<file path="src/rtl/seq_scan_pkg.sv">
// seq_scan_pkg: FSM state encoding, match-mode constants and a width helper
// shared by the seq_scan block and its window comparator.
package seq_scan_pkg;

    typedef enum logic [1:0] {
        IDLE = 2'd0,
        SCAN = 2'd1,
        DONE = 2'd2
    } state_t;

    localparam logic MODE_OVL  = 1'b0;
    localparam logic MODE_NOVL = 1'b1;

    // $clog2 that never yields a zero-width vector
    function automatic int clog2_min1(input int n);
        return (n > 1) ? $clog2(n) : 1;
    endfunction

endpackage

</file>
<file path="src/rtl/seq_win_match.sv">
// seq_win_match: picks window `index` out of `word` (MSB first) and
// compares it against `pattern`. Ports: word, index, pattern in; hit out.
module seq_win_match
    import seq_scan_pkg::*;
#(
    parameter int DATA_W = 8,
    parameter int PAT_W  = 3,
    parameter int IDX_W  = 3
) (
    input  logic [DATA_W-1:0] word,
    input  logic [IDX_W-1:0]  index,
    input  logic [PAT_W-1:0]  pattern,
    output logic              hit
);

    localparam int TOP = DATA_W - 1;

    logic [PAT_W-1:0] window;

    // window i spans bits TOP-i down to TOP-i-PAT_W+1
    assign window = word[TOP - int'(index) -: PAT_W];
    assign hit    = (window == pattern);

endmodule

</file>
<file path="src/rtl/seq_scan.sv">
// seq_scan: serial scan of a latched word for a PAT_W-bit pattern, one
// window per cycle, overlapping (mode=0) or non-overlapping (mode=1).
// Ports: clk, rst (async, active-high), start, mode, din, pattern in;
// busy, done, count, found out. Defining SEQ_SCAN_FIRST_POS_EN adds the
// first_pos / first_vld outputs (index of the first matching window).
module seq_scan
    import seq_scan_pkg::*;
#(
    parameter  int DATA_W = 8,
    parameter  int PAT_W  = 3,
    localparam int NWIN   = DATA_W - PAT_W + 1,
    localparam int CNT_W  = $clog2(NWIN + 1),
    localparam int POS_W  = clog2_min1(NWIN)
) (
    input  logic              clk,
    input  logic              rst,
    input  logic              start,
    input  logic              mode,
    input  logic [DATA_W-1:0] din,
    input  logic [PAT_W-1:0]  pattern,
    output logic              busy,
    output logic              done,
    output logic [CNT_W-1:0]  count,
    output logic              found
`ifdef SEQ_SCAN_FIRST_POS_EN
   ,output logic [POS_W-1:0]  first_pos,
    output logic              first_vld
`endif
);

    localparam int IDX_W  = POS_W;
    localparam int SKIP_W = clog2_min1(PAT_W);

    state_t            state;
    logic [DATA_W-1:0] din_q;
    logic [PAT_W-1:0]  pat_q;
    logic              mode_q;
    logic [IDX_W-1:0]  idx;
    logic [SKIP_W-1:0] skip;
    logic              hit;
    logic              take;
    logic              last;
    logic              accept;

    seq_win_match #(
        .DATA_W (DATA_W),
        .PAT_W  (PAT_W),
        .IDX_W  (IDX_W)
    ) u_match (
        .word    (din_q),
        .index   (idx),
        .pattern (pat_q),
        .hit     (hit)
    );

    assign accept = start && (state == IDLE || state == DONE);
    assign last   = (idx == IDX_W'(NWIN - 1));
    assign busy   = (state == SCAN);
    assign done   = (state == DONE);
    assign found  = (count != '0);

    // a hit is only counted when no earlier match is still being skipped
    always_comb begin
        take = 1'b0;
        unique case (mode_q)
            MODE_OVL:  take = hit;
            MODE_NOVL: take = hit && (skip == '0);
        endcase
    end

    always_ff @(posedge clk or posedge rst) begin
        if (rst) begin
            state  <= IDLE;
            din_q  <= '0;
            pat_q  <= '0;
            mode_q <= MODE_OVL;
            idx    <= '0;
            skip   <= '0;
            count  <= '0;
        end else if (accept) begin
            state  <= SCAN;
            din_q  <= din;
            pat_q  <= pattern;
            mode_q <= mode;
            idx    <= '0;
            skip   <= '0;
            count  <= '0;
        end else begin
            unique case (state)
                SCAN: begin
                    // skipped windows still burn a cycle: fixed latency
                    if (skip != '0)
                        skip <= skip - SKIP_W'(1);
                    else if (take && mode_q == MODE_NOVL)
                        skip <= SKIP_W'(PAT_W - 1);
                    if (take && count != '1)
                        count <= count + CNT_W'(1);
                    if (last)
                        state <= DONE;
                    else
                        idx <= idx + IDX_W'(1);
                end
                DONE:    state <= IDLE;
                default: state <= IDLE;
            endcase
        end
    end

`ifdef SEQ_SCAN_FIRST_POS_EN
    logic [POS_W-1:0] fp_run;
    logic             fv_run;

    // tracked during the scan, published only on the last window
    always_ff @(posedge clk or posedge rst) begin
        if (rst) begin
            fp_run    <= '0;
            fv_run    <= 1'b0;
            first_pos <= '0;
            first_vld <= 1'b0;
        end else if (accept) begin
            fp_run    <= '0;
            fv_run    <= 1'b0;
            first_pos <= '0;
            first_vld <= 1'b0;
        end else if (state == SCAN) begin
            if (take && !fv_run) begin
                fv_run <= 1'b1;
                fp_run <= idx;
            end
            if (last) begin
                first_vld <= fv_run | take;
                first_pos <= fv_run ? fp_run : idx;
            end
        end
    end
`endif

endmodule

</file>
<file path="config.mk">
export PLATFORM = sky130hd
export DESIGN_NAME = seq_scan
export DESIGN_NICKNAME = d
export VERILOG_FILES = /design/src/rtl/seq_scan_pkg.sv /design/src/rtl/seq_win_match.sv /design/src/rtl/seq_scan.sv
export SDC_FILE = /design/constraint.sdc
export NUM_CORES = 1
export LEC_CHECK = 0
export CORE_MARGIN = 8
export CORE_UTILIZATION = 52
export DETAILED_ROUTE_END_ITERATION = 7
export PLACE_DENSITY = 0.75
export SYNTH_ARGS = -nofsm -noshare
export SYNTH_HDL_FRONTEND = slang
export SYNTH_SLANG_ARGS = --single-unit
</file>
<file path="constraint.sdc">
create_clock -name clk -period 2.9 [get_ports clk]
set_input_delay 0.435 -clock clk [delete_from_list [all_inputs] [get_ports clk]]
set_output_delay 0.435 -clock clk [all_outputs]
set_load 0.01 [all_outputs]
</file>
Word-level counts from Yosys, hierarchy flattened:

Cells that the tools add are included.

* eq/ne operators: 7
* $lt $le $gt $ge: 0
* $mul: 0
* $add $sub $neg: 4
* div/mod/pow operators: 0
* reductions and logical operators: 15
* bitwise operators: 1
* shift operators: 1
* muxes and demuxes: 14

Operators with widths (count)
* 10-bit by 32-bit variable part select with 3-bit output: 1
* 3-bit 2-to-1 mux: 6
* 2-bit 2-to-1 mux: 7
* 3-bit by 1-bit adder with 3-bit output, second input constant: 2
* 2-bit AND reduction: 3
* 2-bit nonzero test: 3
* 3-bit nonzero test: 2
* 1-bit logical AND: 4
* 2-bit logical NOT: 2
* 3-bit by 3-bit subtractor with 4-bit output, first input constant: 1
* 3-bit == test: 1
* 3-bit == test, second input constant: 1
* 3-bit by 1-bit inequality test with 1-bit output, second input constant: 1
* 3-bit inequality test, second input constant: 1
* 2-bit by 1-bit == test with 1-bit output, second input constant: 1
* 2-bit == test, second input constant: 1
* 2-bit by 1-bit inequality test with 1-bit output, second input constant: 1
* 1-bit case mux with 2 select lines: 1
* 2-bit by 1-bit subtractor with 2-bit output, second input constant: 1
* 1-bit logical OR: 1
* 1-bit inverter: 1

* logic and storage cells: 49
* bits in registers: 22
* bits in latches: 0
* memories kept: 0
* memory bits (writable): 0
* memory bits (read-only): 0
* output and inout port bits: 6

Logic depth before layout (Yosys ltp):

* depth after elaboration: 10
* gate-level depth with buffers: 7
* depth with buffers taken out: 6

Cells and area by module:

From an unflattened synthesis, not the netlist that was laid out.

* cell total of the unflattened synthesis: 128
* area total of the unflattened synthesis: 1276.2 um^2

By module, submodules not included
* seq_scan: area each 1079.8 um^2, cells an instance 111, times used 1
* seq_win_match: area each 196.4 um^2, cells an instance 17, times used 1

Worst setup path before layout:

No wires, ideal clock.

* kind: register -> register
* start point: register idx[0]
* end point: register skip[0]
* data arrival time: 2.012 ns
* buffers on the path: 1
* path slack: 0.763 ns
* cell stages (with the launch flop): 8
* period minus slack after synthesis: 2.137 ns
* setup time: 0.125 ns
* cells stage by stage: dfrtp_1 > buf_6 > mux2_4 > a222oi_1 > a21boi_1 > o2111a_2 > a22oi_4 > mux2_4

* cells in the longest elaborated chain, start to end: 8

Ends and longest elaborated chain
* start, declared: line seq_scan.sv:38 `logic [IDX_W-1:0] idx;`
* start signal, assigned: line seq_scan.sv:101 `idx <= idx + IDX_W'(1);`
* 3-bit by 3-bit subtractor with 4-bit output *: line seq_win_match.sv:21 `assign window = word[TOP - int'(index) -: PAT_W];`
* 10-bit by 32-bit variable part select with 3-bit output *: line seq_win_match.sv:21
* 3-bit == test *: line seq_win_match.sv:22 `assign hit = (window == pattern);`
* 1-bit logical AND: line seq_scan.sv:67 `MODE_NOVL: take = hit && (skip == '0);`
* 1-bit case mux with 2 select lines *: line seq_scan.sv:65 `unique case (mode_q)`
* 1-bit logical AND *: line seq_scan.sv:94 `else if (take && mode_q == MODE_NOVL)`
* 3-bit nonzero test (no line) *
* 2-bit AND reduction (no line) *
* end signal, assigned: line seq_scan.sv:93 `skip <= skip - SKIP_W'(1);`
* end signal, assigned: line seq_scan.sv:95 `skip <= SKIP_W'(PAT_W - 1);`
* end, declared: line seq_scan.sv:39 `logic [SKIP_W-1:0] skip;`

Every way passes the cells marked *; elsewhere a longest branch is shown, timed or not.
A chain may end at the register's enable or synchronous reset.

Final worst setup path:

Same ends and word-level chain as after synthesis.

==> metrics <==
outcome=finished clean; TNS Setup=0 ps; Routed WL=2630 um; Synth Cell Area=1290 sq um; crit end category=register; # Max-Cap Violations=0; leakage power=0.764 nW; synth warn=0; DR vias/cell=5.43; Place WS=603 ps; Syn Nets=159; CTS tree=built; period utilization=0.815; worst r2r src=idx[0]; crit start category=register; Setup-failing EPs final=0; register area share after synthesis=0.426; Peak VDD IR=0.000522 V; Hold Buf Count CTS=0; WL per Instance=14.2 um; initial DRC count=41; Num CTS Buffers=3; clk_lat worst skew=320 ps; R2R cell count=6; CP arrival=2590 ps; worst slew pin tran=825 ps; Die Y=65.8 um; WL met3=125 um; DR WL met2=1280 um; HPWL Detailed=1940 um; cells after synthesis=137; number of global-route vias before repair=1078; Die Wd=65.8 um; clock buffer depth=2; Primary FF master, synth=dfrtp_1; Remaining DRCs=0; Final ANT Viol Nets=0; Max Freq=0.423 GHz; FILL cells=214; routed via count=1004; Core Area=2410 sq um; final RePlAce weighted congestion=0.783; most frequent CP cell=mux2_4; layout cells sized above 1=0.0839; n_diodes=0; Hold Crit Class=register to register; Rows=18; nets=178; Max Transition Viols Final=0; final hold vios=0; largest net degree at the start of global routing=23; Top Metal Used=met4; setup bufs post-CTS=0; crit path max fanout=10; H-tree Lvls=1; worst setup path start=idx[0]; TritonRoute pass-1 iters=4; CP cell instances=mux2_4, a222oi_1, a21boi_1, o2111a_2, a22oi_4, mux2_4; synth unique cells=30; grt ovf=0; r2r endpoint=skip[0]; first-pass GRT wire length=4660 um; CTS clock-pin slew for the worst setup and hold paths=130 ps; Slowest-stage cell, CP=dfrtp_1; PD cells=1050 nW/um^2; RSZ-0062 raised after global routing=no; CP endpoint=skip[0]; M1 wire length=1150 um; Setup Crit Path Kind=register to register; Total GRT Usage=0.137; clock sinks=22; CP Data Required Time=3130 ps; I/O pins=21; Final min period=2360 ps; I/O Buffers=20; count of state elements after synthesis=22; Worst Skew=10.1 ps; initial core utilization=0.536; Slew headroom=0.450; initial antenna violation count=0; setup slack after layout=536 ps; Max stage delay on crit path=590 ps; r2r setup slk=540 ps; Syn Area/Cell=9.43 sq um; Root Buffer=clkbuf_4; area delta synth->final=18.3%; CTS-repair resized insts=0; Die Area=4330 sq um; ys async rst share=1.00; number of synthesized flops with an enable pin=0
-- worst min-delay path by stage --
stage | from | endpoint | slack [ps] | depth (start not counted)
floorplan | rst | count[0] | 420 | 1
global placement | din_q[7] | din_q[7] | 470 | 2
detailed placement | din_q[7] | din_q[7] | 470 | 2
CTS | din_q[7] | din_q[7] | 500 | 2
global route | din_q[7] | din_q[7] | 540 | 2
finish | din_q[7] | din_q[7] | 490 | 2
-- synthesized netlist by cell type, types with 2 or more instances --
master	number	area share
dfrtp_1	22	0.43
nor3_1	2	0.0078
nor2b_1	5	0.024
inv_1	7	0.020
o21ai_0	5	0.019
ha_1	7	0.068
buf_6	2	0.017
xor2_1	2	0.014
nand3_1	6	0.023
clkbuf_1	4	0.012
nand2b_1	4	0.019
mux2_1	2	0.017
mux2_4	3	0.035
mux2i_1	4	0.031
nor2_1	3	0.0087
nand2_1	41	0.12
a21oi_1	5	0.019
-- sequential cells by signal, indices dropped and copies added (netlist names) --
register	flops
count	3
din_q	8
idx	3
mode_q	1
pat_q	3
skip	2
state	2
-- cells by family (layout without fill, tap and decap cells) --
kind of cell	Yosys count	count (layout)	synth area share
compound gates	17	17	0.101
xor+xnor	2	2	0.0136
fa+ha+maj	7	7	0.0678
buf+inv	16	34	0.0610
flops	22	22	0.426
mux	11	11	0.121
simple gates	62	62	0.209
-- placed cells by master, fill, tap and decap left out, types with 2 or more instances in the layout --
cell / instances
nand2b_1: 4
mux2_1: 2
inv_1: 7
nor2_1: 3
xor2_1: 2
nand3_1: 6
nor2b_1: 5
mux2i_1: 4
clkbuf_4: 3
nand2_1: 41
nor3_1: 2
clkdlybuf4s50_1: 20
mux2_4: 3
a21oi_1: 5
o21ai_0: 5
dfrtp_1: 22
ha_1: 7
-- area by class of cell --
type                    instances  area (sq um)  share of cell area
multi-input cells              99           662               0.433
flip-flops and latches         22           551               0.360
well taps                      30          37.5              0.0246
clock buffers                   4          36.3              0.0238
inverters                       9          33.8              0.0221
repair buffers                 21           208               0.136
-- power breakdown --
group          internal [mW]  leakage (nW)  total, mW  switching [mW]
logic                  0.418         0.466      0.814           0.396
registers              0.443         0.276      0.605           0.163
clock network         0.0769        0.0210      0.179           0.102
total                  0.937         0.764       1.60           0.660
-- worst max-delay path: cells and delay by family (launching register included) --
family             cells  cell delay [ps]
AOI/OAI and AO/OA      4             1030
DFF                    1              590
muxes                  2              660
-- routing by layer --
metal / up-vias / GRT usage
li1: 489 / -
met1: 482 / 0.155
met3: 7 / 0.0339
met4: 0 / 0.0736
met5: - / 0
met2: 26 / 0.231
-- stage by stage --
stage / util / hold slack, ps / instances / cell area [sq um] / total power [mW]
2_1_floorplan: - / 424 / 137 / 1290 / 1.23
3_3_place_gp: 0.619 / 471 / 181 / 1490 / 1.38
3_5_place_dp: 0.619 / 468 / 181 / 1490 / 1.42
4_1_cts: 0.634 / 498 / 185 / 1530 / 1.60
5_1_grt: 0.634 / 543 / 185 / 1530 / 1.73
6_report: 0.634 / 494 / 185 / 1530 / 1.60
Power figures use the tool's default switching activity.
